### src/rtl/conditioned_shifter.sv
// Shift register driven by debounced button/switch inputs: each raw input is
// synchronized, debounced, edge-detected, then feeds a load/shift/rotate datapath.
module conditioned_shifter #(
   parameter int WIDTH = 8,
   parameter int WAIT  = 3
) (
   input  logic                     clk,
   input  logic                     reset,
   input  logic                     btn_load,
   input  logic                     sw_clk,
   input  logic                     sw_data,
   input  logic [1:0]               mode,
   input  logic [WIDTH-1:0]         load_data,
   output logic [WIDTH-1:0]         parallelout,
   output logic                     serialout,
   output logic [$clog2(WIDTH)-1:0] bitcount,
   output logic                     frame_done
);

   localparam int BW = $clog2(WIDTH);
   localparam int CW = (WAIT > 1) ? $clog2(WAIT) : 1;
   localparam logic [CW-1:0] CNT_LAST = CW'(WAIT - 1);
   localparam logic [CW-1:0] CNT_ONE  = CW'(1);
   localparam logic [BW-1:0] BC_LAST  = BW'(WIDTH - 1);
   localparam logic [BW-1:0] BC_ONE   = BW'(1);

   // bit 0: btn_load, bit 1: sw_clk, bit 2: sw_data
   logic [2:0]    raw;
   logic [2:0]    sync1;
   logic [2:0]    sync2;
   logic [2:0]    cond;
   logic [2:0]    cond_d;
   logic [CW-1:0] cnt [3];
   logic          load_evt;
   logic          shift_evt;
   logic [WIDTH-1:0] shifted;

   assign raw = {sw_data, sw_clk, btn_load};

   // Counter holds WAIT-1 on the last mismatching cycle, so the flip lands on
   // the edge where the run of mismatches reaches WAIT.
   always_ff @(posedge clk) begin
      if (reset) begin
         sync1     <= '0;
         sync2     <= '0;
         cond      <= '0;
         cond_d    <= '0;
         load_evt  <= 1'b0;
         shift_evt <= 1'b0;
         for (int i = 0; i < 3; i++) cnt[i] <= '0;
      end else begin
         sync1     <= raw;
         sync2     <= sync1;
         cond_d    <= cond;
         load_evt  <= cond[0] & ~cond_d[0];
         shift_evt <= cond[1] & ~cond_d[1];
         for (int i = 0; i < 3; i++) begin
            if (sync2[i] != cond[i]) begin
               if (cnt[i] == CNT_LAST) begin
                  cond[i] <= ~cond[i];
                  cnt[i]  <= '0;
               end else begin
                  cnt[i]  <= cnt[i] + CNT_ONE;
               end
            end else begin
               cnt[i] <= '0;
            end
         end
      end
   end

   always_comb begin
      shifted = parallelout;
      case (mode)
         2'b00: shifted = {parallelout[WIDTH-2:0], cond[2]};
         2'b01: shifted = {cond[2], parallelout[WIDTH-1:1]};
         2'b10: shifted = {parallelout[WIDTH-2:0], parallelout[WIDTH-1]};
         2'b11: shifted = {parallelout[0], parallelout[WIDTH-1:1]};
         default: shifted = parallelout;
      endcase
   end

   // Load has priority: a coincident shift is dropped and never completes a frame.
   always_ff @(posedge clk) begin
      if (reset) begin
         parallelout <= '0;
         bitcount    <= '0;
         frame_done  <= 1'b0;
      end else begin
         frame_done <= 1'b0;
         if (load_evt) begin
            parallelout <= load_data;
            bitcount    <= '0;
         end else if (shift_evt) begin
            parallelout <= shifted;
            if (bitcount == BC_LAST) begin
               bitcount   <= '0;
               frame_done <= 1'b1;
            end else begin
               bitcount <= bitcount + BC_ONE;
            end
         end
      end
   end

   assign serialout = mode[0] ? parallelout[0] : parallelout[WIDTH-1];

endmodule

### config.mk
export PLATFORM = sky130hd
export DESIGN_NAME = conditioned_shifter
export DESIGN_NICKNAME = d
export VERILOG_FILES = /design/src/rtl/conditioned_shifter.sv
export SDC_FILE = /design/constraint.sdc
export NUM_CORES = 1
export LEC_CHECK = 0
export BUFFER_PORTS_ARGS = -buffer_cell sky130_fd_sc_hd__buf_2
export CAP_MARGIN = 20
export CORE_AREA = 2 2 43 65
export DETAILED_ROUTE_END_ITERATION = 6
export DIE_AREA = 0 0 45 67
export PLACE_DENSITY_LB_ADDON = 0.08
export SYNTH_ARGS = -nofsm -noshare
export SYNTH_HDL_FRONTEND = slang
export SYNTH_SLANG_ARGS = --single-unit
### constraint.sdc
create_clock -name clk -period 2.2 [get_ports clk]
set_input_delay 0.22 -clock clk [delete_from_list [all_inputs] [get_ports clk]]
set_output_delay 0.22 -clock clk [all_outputs]
set_load 0.02 [all_outputs]
Word-level counts from Yosys, hierarchy flattened
Memory sizes are Yosys's and may differ from the RTL's.
Cells that the tools add are included.
- register bits after elaboration: 25
- memory bits (writable): 6
- input port bits: 15
- output and inout port bits: 13
- memories: 1
- memory list (name ; words ; bits a word ; read ports ; clocked after memory_dff ; write ports ; line ; text):
    cnt ; 3 ; 2 ; 3 ; 0 ; 3 ; 33 ; logic [CW-1:0] cnt [3];
- add/sub/neg operators: 4
- eq/ne operators: 10
- multiplexer cells: 50
- bitwise operators: 17
- reduce and logical (&&, ||, !) cells: 7
- operators by type and width (kind ; count):
    $mux W1 ; 37
    $pmux W8 S4 ; 1
    $mux W2 ; 9
    $mux W8 ; 2
    $eq A2 B2 Y1 const B ; 5
    $or A1 B1 Y1 ; 9
    $add A2 B1 Y2 const B ; 3
    $not A1 Y1 ; 6
    $reduce_and A2 Y1 ; 3
    $add A3 B1 Y3 const B ; 1
    $eq A3 B3 Y1 const B ; 1
    $mux W3 ; 1
    $ne A1 B1 Y1 ; 3
    $reduce_or A3 Y1 ; 1
    $and A1 B1 Y1 ; 2
    $eq A2 B1 Y1 const B ; 1
    $logic_not A2 Y1 ; 1
    $reduce_bool A2 Y1 ; 1
    $reduce_or A2 Y1 ; 1

Depth between registers and ports, before layout
Gate-level depths: netlist of run 1.
- depth after elaboration: 8
- depth in mapped cells: 5
- gate-level depth less buffers: 5

Worst setup path after synthesis of run 1
Ideal clock, no wire load.
- path type: register -> register
- from: register bitcount[0]
- to: register bitcount[0]
- setup time: 64 ps
- arrival time: 1069 ps
- required time: 2136 ps
- slack: 1066 ps
- cell stages (with the launch flop): 6
- clock period less this slack: 1134 ps
- path through: dfxtp_1 > ha_1 > ha_1 > nor3b_1 > a21oi_1 > nor2_1
- cells in the longest elaborated chain, start to end: 2
- elaborated cells between the ends (all ways): 3
- classes of those cells: add/sub (1); eq/ne (1); mux (1)
- ends and longest elaborated chain (item ; line ; text):
    start: declaration ; 16 ; output logic [$clog2(WIDTH)-1:0] bitcount,
    start signal: assignment ; 100 ; bitcount <= bitcount + BC_ONE;
    $add A3 B1 Y3 or $eq A3 B3 Y1 (tied branches) ; 100, 96 ;
    $mux W3 * ; 96 ; if (bitcount == BC_LAST) begin
Mark *: on every way between the ends. The rest lies on a longest branch, timed or not.
A chain may end at the register's enable or synchronous reset.

Worst setup path after layout of run 1
- from: register shift_evt
- to: register parallelout[0]
- cells in the longest elaborated chain, start to end: 1
- ends and longest elaborated chain (item ; line ; text):
    start: declaration ; 35 ; logic shift_evt;
    start signal: assignment ; 56 ; shift_evt <= cond[1] & ~cond_d[1];
    $reduce_bool A2 Y1 (no source line) ; n/a ;
    end signal: assignment ; 92 ; parallelout <= load_data;
    end signal: assignment ; 95 ; parallelout <= shifted;
    end: declaration ; 14 ; output logic [WIDTH-1:0] parallelout,
No other way between the ends.

==> run_results.csv, run 1 <==
group,metric,value,unit
outcome,outcome,"completed",
global_route,grt_pass1_vias,966,
drt,met2_length,1240,µm
sta,setup_violations,0,
finish,fillers,203,
finish,nets,182,
setup_path,crit_type,"reg -> reg",
cts,ctsResizeCount,0,
global_route,grt_pass1_wl,3890,µm
synth,netlist-cell-type-count,28,
synth,synth-main-ff-cell,"dfxtp_1",
global_route,track_usage,18.0,%
floorplan,rows,22,
pwr,max-vdd-ir-drop,0.587,mV
drt,drt-met1-wl,863,µm
cts,clock_sinks,31,
sta,final_max_slew_viol_count,0,
cts,cts_made_buffers,5,
sta,fmax,0.680,GHz
setup_path,endpoint_kind,"register",
sta,finalHoldViolCount,0,
cts,hold_buffers,0,
synth,ys_seq_area_share,50.5,%
synth,synth_top_area_share,37.1,%
sta,fin_crit,1.47,ns
synth,synth_edf_count,6,
synth,ys_seq_elements,31,
sta,fin_tns_setup,0,ns
drt,wl_per_cell,12.1,µm
finish,layout_common_cells,"buf_2 (27), dfxtp_1 (25), nor2_1 (19), mux2i_1 (11), nor2b_1 (11)",
finish,regArea,681,µm²
setup_path,cp-start-kind,"register",
sta,final.period_utilization,66.8,%
drt,highest_layer,"met4",
drt,first_iter_violations,23,
hold_path,hold_path_class,"in -> reg",
finish,drive_gt1_share,25.2,%
setup_path,worstPathRequired,2.37,ns
floorplan,die_x,45,µm
drt,vias_per_cell,5.41,
sta,rsz0062_at_grt,"false",
placement,numPortBuffers,27,
synth,mappedNetlistArea,1350,µm²
floorplan,coreArea,2420,µm²
synth,yosys_warnings,0,
cts,clock_path_buffers,2,
floorplan,die_area,3020,µm²
cts,worstSkewPairLatency,0.32,ns
placement,gp_congestion,0.718,
global_route,grt_max_degree,24,
sta,slew_headroom,61.1,%
drt,wl_met3,128,µm
drt,ant_nets,0,
finish,area.growth.synth_to_final,14.2,%
drt,drt-total-wl,2260,µm
synth,syn_avg_cell_area,10.4,µm²
sta,fin_skew,0.00646,ns
pwr,power_density,628,nW/µm²
floorplan,die-height,67,µm
pwr,finalPower,0.967,mW
floorplan,ios,28,
placement,dp_slack,0.787,ns
sta,tightest_slew,0.582,ns
sta,layout_setup_ws,0.730,ns
cts,clockRootBuffer,"clkbuf_4",
synth,syn_inst,129,
finish,n_antenna_cell,0,
cts,clk_pin_slew_worst_paths,0.09,ns
pwr,power.leakage,0.653,nW
cts,post_cts_buffers,0,
placement,dp_hpwl,1640,µm
synth,yosysTopAreaCell,"dfxtp_1",
global_route,grt.overflow.total,0,
finish,multi_input_area,617,µm²
cts,tritoncts,"built",
global_route,antenna_found_initial,0,
cts,htreeDepth,2,
run,cap_violations,0,
setup_path,cp_max_fo,14,
setup_path,cp.arrival,1.64,ns
drt,num_vias,1011,
synth,ys_async_sr_fraction,0,%
drt,drc,0,
synth,synth_area_leaders,"dfxtp_1 (37%), edfxtp_1 (13%), mux2i_1 (8.2%), nor2_1 (5.3%), nor2b_1 (5.1%)",
finish,mostFrequentLayoutCell,"buf_2",
drt,drt-pass1-iter-count,4,
floorplan,start_util,55.6,%
-- power breakdown --
part | internal [mW] | switching (mW)
logic | 0.0315 | 0.0347
registers | 0.593 | 0.00979
clock network | 0.124 | 0.174
total | 0.749 | 0.218
-- final cells by class --
type / instances / share of cell area (%)
well taps: 24 / 1.95
inverters: 5 / 1.22
flip-flops and latches: 31 / 44.2
multi-input cells: 91 / 40.1
clock buffers: 7 / 2.93
repair buffers: 28 / 9.27
clock inverters: 1 / 0.325
-- through the flow --
stage	area, µm²	util, %	instances	hold slack, ns
3_3_place_gp	1490	61.5	179	0.372
3_5_place_dp	1490	61.5	179	0.389
5_1_grt	1540	63.5	187	0.0912
2_1_floorplan	1370	-	134	0.299
6_report	1540	63.5	187	0.113
4_1_cts	1540	63.5	187	0.0983
-- flip-flops by register name (all words and copies together) (netlist names) --
name         flops
cond             3
sync1            3
cnt              6
load_evt         1
bitcount         3
cond_d           2
shift_evt        1
parallelout      8
frame_done       1
sync2            3
-- path summary, 6_finish.rpt --
path | from | end | slack [ns] | depth (start not counted)
min | sw_data | sync1[2]$_SDFF_PP0_ | 0.11 | 2
min reg2reg | cond_d[0]$_SDFF_PP0_ | load_evt$_SDFF_PP0_ | 0.39 | 1
max | shift_evt$_SDFF_PP0_ | parallelout[0]$_SDFFE_PP0P_ | 0.73 | 3
max reg2reg | shift_evt$_SDFF_PP0_ | parallelout[0]$_SDFFE_PP0P_ | 0.73 | 3
-- cell usage after synthesis, drive strengths merged, types with 3 or more instances --
| cell type | number |
|---|---|
| a211o | 6 |
| dfxtp | 25 |
| ha | 5 |
| inv | 5 |
| buf | 7 |
| nor2b | 11 |
| nand2 | 7 |
| a21oi | 7 |
| or3 | 3 |
| xnor2 | 3 |
| mux2i | 11 |
| edfxtp | 6 |
| nor2 | 19 |
-- per-layer routing --
layer	GRT usage, %	vias to the layer above
met1	16.8	468
met4	8.82	0
met3	6.50	4
li1	-	509
met5	0	-
met2	32.9	30
-- critical path, cell delays in order (launching register included) --
cell,delay [ns]
dfxtp_1,0.64
nand2b_1,0.15
a2111oi_1,0.43
a2111oi_1,0.10
-- cell families (layout without fill, tap and decap cells) --
family / count (synthesis) / count (layout) / share of synthesized area [%]
xor gates and xnor gates: 3 / 3 / 1.95
other: 1 / 6 / 0.278
AOI/OAI and AO/OA: 18 / 18 / 11.4
adders and majority gates: 5 / 5 / 4.64
DFF: 31 / 31 / 50.5
buffers and inverters: 12 / 41 / 5.11
and+or+nand+nor: 47 / 47 / 17.1
muxes: 12 / 12 / 9.01
Power figures use the tool's default switching activity.
==> inputs of run 2 (changes only) <==
ABC_AREA = 1   (was not set)
CORE_AREA = 2 2 45 67   (was 2 2 43 65)
DIE_AREA = 0 0 47 69   (was 0 0 45 67)
clock period = 1.4 ns   (was 2.2 ns; I/O delays follow)
==> run 2 against run 1 <==
Total power grew 110%. Routed wire length grew 15%. Non-clock buffer count is the same. Synthesized area shrank 1.3%. Clock-buffer cell count is the same. Sequential share of layout area shrank 2.1 points. Clock skew shrank 0.0014 ns. Global-route usage grew 0.73 points. Final cell count grew 29%. Largest cell class unchanged.
==> run_results.csv, run 2 <==
group,metric,value,unit
cts,tritoncts,"built",
finish,reg_top3,"parallelout (8), cnt (6)",
global_route,grt.overflow.total,0,
cts,ctsResizeCount,0,
pwr,max-vdd-ir-drop,0.764,mV
synth,synth_area_leaders,"dfxtp_1 (38%), edfxtp_1 (14%), nand2_1 (11%), inv_1 (7.9%), nor2_1 (5.4%)",
synth,netlist-cell-type-count,23,
setup_path,cp-start-kind,"register",
drt,first_iter_violations,15,
finish,nets,224,
synth,mappedNetlistArea,1330,µm²
global_route,use_met3,6.28,%
setup_path,r2r_cells,3,
floorplan,coreArea,2650,µm²
setup_path,cp.arrival,1.10,ns
sta,finalHoldViolCount,0,
finish,fillers,276,
floorplan,die_x,47,µm
sta,fin_skew,0.00511,ns
setup_path,path_cells,"inv_1, o21ai_0, buf_2",
cts,clockRootBuffer,"clkbuf_8",
sta,final_max_slew_viol_count,0,
cts,htreeDepth,2,
sta,final.period_utilization,88.4,%
finish,layout_common_cells,"nand2_1 (38), inv_1 (28), buf_2 (27), dfxtp_1 (25), nor2_1 (19)",
cts,post_cts_buffers,0,
pwr,power.leakage,0.762,nW
synth,syn_inst,168,
synth,synth_edf_count,6,
setup_path,crit_type,"reg -> out",
pwr,power_density,1230,nW/µm²
placement,numPortBuffers,27,
outcome,outcome,"completed",
hold_path,holdPathEnd,"sync1[0]$_SDFF_PP0_",
sta,setup_violations,0,
setup_path,crit_buf_inv,2,
cts,worstSkewPairLatency,0.28,ns
setup_path,rr_startpoint,"load_evt$_SDFF_PP0_",
floorplan,rows,23,
global_route,met1_usage,18.5,%
cts,hold_buffers,0,
placement,gp_congestion,0.793,
floorplan,ios,28,
global_route,grt_max_degree,13,
drt,drt-pass1-iter-count,4,
finish,n_antenna_cell,0,
setup_path,endpoint_kind,"output pin",
finish,largest-register,"parallelout",
synth,synth-main-ff-cell,"dfxtp_1",
synth,ys_seq_area_share,51.2,%
drt,ant_nets,0,
cts,clock_sinks,31,
synth,ys_seq_elements,31,
synth,yosys_warnings,0,
sta,fin_crit,1.24,ns
global_route,antenna_found_initial,0,
global_route,grt_pass1_wl,4440,µm
finish,mostFrequentLayoutCell,"nand2_1",
run,cap_violations,0,
synth,synth_top_area_share,37.6,%
setup_path,cpPeakStageDelay,0.38,ns
drt,num_vias,1177,
floorplan,start_util,50.2,%
sta,fmax,0.808,GHz
setup_path,crit_path_start,"parallelout[7]$_SDFFE_PP0P_",
floorplan,die-height,69,µm
finish,area.growth.synth_to_final,21.4,%
synth,yosysTopAreaCell,"dfxtp_1",
cts,clk_pin_slew_worst_paths,0.06,ns
drt,drc,0,
hold_path,min_path_cells,3,
sta,hold_ws,0.0581,ns
global_route,use_met2,32.4,%
setup_path,cpLargestDelayFamily,"flip-flops",
floorplan,die_area,3240,µm²
finish,largest_reg_flops,8,
finish,drive_gt1_share,18.0,%
finish,utilization,61.0,%
synth,syn_avg_cell_area,7.92,µm²
global_route,track_usage,18.8,%
synth,yosysMostFrequentCell,"nand2_1",
setup_path,cp_max_fo,4,
synth,synthTopCellsByCount,"nand2_1 (38), inv_1 (28), dfxtp_1 (25), nor2_1 (19), a21oi_1 (10)",
hold_path,hold_path_class,"in -> reg",
sta,fin_tns_setup,0,ns
global_route,grt_most_used_layer,"met2",
setup_path,timing.rr.end,"parallelout[5]$_SDFFE_PP0P_",
global_route,grt_pass1_vias,1140,
placement,dp_hpwl,1970,µm
cts,clock_path_buffers,2,
drt,vias_per_cell,4.86,
sta,rsz0062_at_grt,"false",
setup_path,cp_slowest_cell,"dfxtp_1",
drt,drt-total-wl,2590,µm
cts,cts_made_buffers,5,
drt,wl_per_cell,10.7,µm
setup_path,worstPathRequired,1.26,ns
setup_path,r2r_slack,0.21,ns
hold_path,hold_start,"btn_load",
synth,ys_async_sr_fraction,0,%
## run 2: changes by cell type in the layout (fill, tap and decap cells not counted), sizes merged, moves of 5 or more
cell and change:
a211o -6, a31oi +6, nor2b -11, inv +24, nand2 +31, nand3 +9
mux2i -11, o21ai +5
## run 2: worst register-to-register path: stages, from the launching register on
cell,delay [ns]
dfxtp_1,0.45
nor2_2,0.37
nand2_1,0.11
a31oi_1,0.18
## run 2: how the worst max path moves through the flow
stage,end,slack (ns),cells after the start
global placement,parallelout[0]$_SDFFE_PP0P_,0.25,5
global route,parallelout[0]$_SDFFE_PP0P_,0.05,5
finish,serialout,0.16,3
detailed placement,parallelout[0]$_SDFFE_PP0P_,0.23,5
CTS,serialout,0.16,3
floorplan,serialout,0.24,2
## run 2: cell type report
type | instances | area (µm²) | share of cell area (%)
flip-flops and latches | 31 | 681 | 42.1
multi-input cells | 108 | 527 | 32.6
repair buffers | 28 | 143 | 8.83
inverters | 30 | 113 | 6.97
clock buffers | 7 | 76.3 | 4.73
well taps | 37 | 46.3 | 2.87
clock inverters | 1 | 30.0 | 1.86
## run 2: per-stage QoR
step / instance area [µm²] / cells / setup WS [ns] / total power [mW]
5_1_grt: 1620 / 242 / 0.0544 / 2.08
3_5_place_dp: 1510 / 234 / 0.226 / 1.17
2_1_floorplan: 1350 / 173 / 0.239 / 1.11
6_report: 1620 / 242 / 0.162 / 1.99
3_3_place_gp: 1510 / 234 / 0.254 / 1.16
4_1_cts: 1620 / 242 / 0.164 / 2.01
## run 2: logic make-up after synthesis
family,Yosys count,synth area share [%]
buf+inv,34,10.6
flops,31,51.2
other cells,1,0.282
simple gates,72,22.4
compound gates,24,10.2
xor+xnor,1,0.659
fa+ha+maj,5,4.70
## run 2: routing by layer
metal,routed length (µm),vias up,share of wire (%)
met4,51,0,2.0
met2,1380,33,53
met1,1020,546,39
li1,-,594,-
met5,0,-,0
met3,146,4,5.6
## run 2: power by group
group	internal [mW]	leakage, nW	switching, mW
clock network	0.532	0.0524	0.310
logic	0.0635	0.443	0.107
registers	0.949	0.266	0.0269
total	1.54	0.762	0.443
==> inputs of run 3 (changes only) <==
--- a/constraint.sdc
+++ b/constraint.sdc
@@ -3,2 +3,2 @@
 set_output_delay 0.14 -clock clk [all_outputs]
-set_load 0.02 [all_outputs]
+set_load 0.05 [all_outputs]
==> run 3 against run 2 <==
Global-route usage decreased by 0.72 points. Setup slack got worse by 0.097 ns. Cell area grew 0.93%. First-iteration DRC count increased by 130%. Clock skew is 0.0015 ns lower. Routed wire length down 3.2%. Maximum frequency down 7.3%. Highest routed layer unchanged. Non-clock buffer count unchanged. Via count shrank 0.76%. Core utilization increased by 0.57 points. Worst hold slack improved by 0.0099 ns.
==> run_results.csv, run 3 (synthesized netlist as in run 2, its figures left out) <==
group,metric,value,unit
cts,hold_buffers,0,
sta,fin_crit,1.34,ns
placement,numPortBuffers,27,
sta,finalHoldViolCount,0,
placement,dp_hpwl,1860,µm
finish,drive_gt1_share,19.5,%
finish,area.growth.synth_to_final,22.6,%
setup_path,cpPeakStageDelay,0.41,ns
pwr,power_frac_comb,9.6,%
drt,wl_per_cell,10.4,µm
run,cap_violations,0,
drt,first_iter_violations,34,
cts,htreeDepth,2,
hold_path,hold_path_class,"in -> reg",
setup_path,path_cells,"inv_1, o21ai_2, buf_2",
finish,nets,224,
outcome,outcome,"completed",
cts,post_cts_buffers,0,
global_route,grt_max_degree,13,
pwr,seq_power_share,47.2,%
finish,largest_reg_flops,8,
global_route,grt_pass1_wl,4230,µm
placement,gp_congestion,0.778,
pwr,p_clk_share,43.2,%
sta,rsz0062_at_grt,"false",
setup_path,cp_max_fo,4,
cts,clockRootBuffer,"clkbuf_8",
cts,ctsResizeCount,0,
placement,placed_area,1510,µm²
pwr,switching_power,0.482,mW
pwr,internal-power,1.59,mW
setup_path,cp_slowest_cell,"dfxtp_1",
floorplan,rows,23,
floorplan,die_x,47,µm
drt,drt-total-wl,2510,µm
cts,tritoncts,"built",
placement,dp_slack,0.282,ns
floorplan,start_util,50.2,%
global_route,grt_most_used_layer,"met2",
finish,fillers,245,
sta,fin_tns_setup,0,ns
floorplan,ios,28,
setup_path,worstPathRequired,1.26,ns
sta,final.period_utilization,95.4,%
finish,layout_common_cells,"nand2_1 (38), inv_1 (28), buf_2 (27), dfxtp_1 (25), nor2_1 (19)",
pwr,power.leakage,0.772,nW
setup_path,cp.arrival,1.20,ns
global_route,use_met2,30.0,%
drt,drt-pass1-iter-count,4,
global_route,grt_pass1_vias,1054,
finish,n_antenna_cell,0,
drt,num_vias,1168,
global_route,grt.overflow.total,0,
cts,clk_pin_slew_worst_paths,0.06,ns
pwr,switching_share,23.3,%
drt,ant_nets,0,
finish,largest-register,"parallelout",
global_route,track_usage,18.1,%
placement,dp.cells,234,
setup_path,endpoint_kind,"output pin",
setup_path,cp-start-kind,"register",
cts,cts_made_buffers,5,
drt,drc,0,
sta,layout_setup_ws,0.0646,ns
sta,fmax,0.749,GHz
finish,mostFrequentLayoutCell,"nand2_1",
cts,clock_sinks,31,
floorplan,coreArea,2650,µm²
sta,fin_skew,0.00360,ns
setup_path,crit_type,"reg -> out",
floorplan,die_area,3240,µm²
setup_path,crit_buf_inv,2,
pwr,power_density,1270,nW/µm²
setup_path,cpLargestDelayFamily,"flip-flops",
floorplan,die-height,69,µm
cts,worstSkewPairLatency,0.28,ns
finish,regArea,681,µm²
global_route,use_met3,4.19,%
drt,vias_per_cell,4.83,
cts,clock_path_buffers,2,
global_route,met1_usage,18.4,%
global_route,antenna_found_initial,0,
sta,final_max_slew_viol_count,0,
finish,stdcell_area,1630,µm²
sta,setup_violations,0,
finish,reg_top3,"parallelout (8), cnt (6)",
pwr,max-vdd-ir-drop,0.735,mV
finish,fin_cells,242,
finish,multi_input_area,531,µm²
[run 3: cell types whose count changed in the layout (fill, tap and decap cells not counted)]
cell      previous run  this run
clkbuf_1             2         0
clkbuf_8             5         6
clkinv_2             0         1
o21ai_0              5         4
o21ai_2              0         1
[run 3: per-layer routing]
metal,routed length [µm],up-vias
li1,-,598
met1,978,519
met2,1310,41
met3,130,10
met4,93,0
met5,0,-
[run 3: path summary, 6_finish.rpt]
path	startpoint	endpoint	slack (ns)	cells past startpoint
max	parallelout[7]$_SDFFE_PP0P_	serialout	0.06	3
min	sw_data	sync1[2]$_SDFF_PP0_	0.07	3
max reg2reg	load_evt$_SDFF_PP0_	parallelout[1]$_SDFFE_PP0P_	0.27	3
min reg2reg	cond_d[1]$_SDFF_PP0_	shift_evt$_SDFF_PP0_	0.38	1
[run 3: cell type report]
cell class,instances,share of cell area [%]
clock buffer,6,5.07
clock inverter,2,2.15
tap,37,2.84
multi-input combinational,108,32.5
timing repair buffer,28,8.75
sequential,31,41.7
inverter,30,6.91
[run 3: power groups by stage]
stage / sequential (mW) / combinational, mW / clock (mW)
floorplan: 1.03 / 0.112 / 0
global placement: 0.993 / 0.196 / 0
detailed placement: 0.995 / 0.200 / 0
CTS: 0.976 / 0.201 / 0.920
global route: 0.981 / 0.222 / 0.968
finish: 0.976 / 0.199 / 0.894
[run 3: metrics by stage]
| step | hold WS (ns) | util [%] | total power [mW] |
|---|---|---|---|
| 5_1_grt | 0.0601 | 61.6 | 2.17 |
| 3_5_place_dp | 0.353 | 57.1 | 1.19 |
| 6_report | 0.0680 | 61.6 | 2.07 |
| 2_1_floorplan | 0.247 | - | 1.14 |
| 3_3_place_gp | 0.344 | 57.1 | 1.19 |
| 4_1_cts | 0.0556 | 61.6 | 2.10 |
[run 3: worst min-delay path, delay by kind of cell]
family,cells,cell delay (ns)
buffers and inverters,2,0.13
and+or+nand+nor,1,0.03
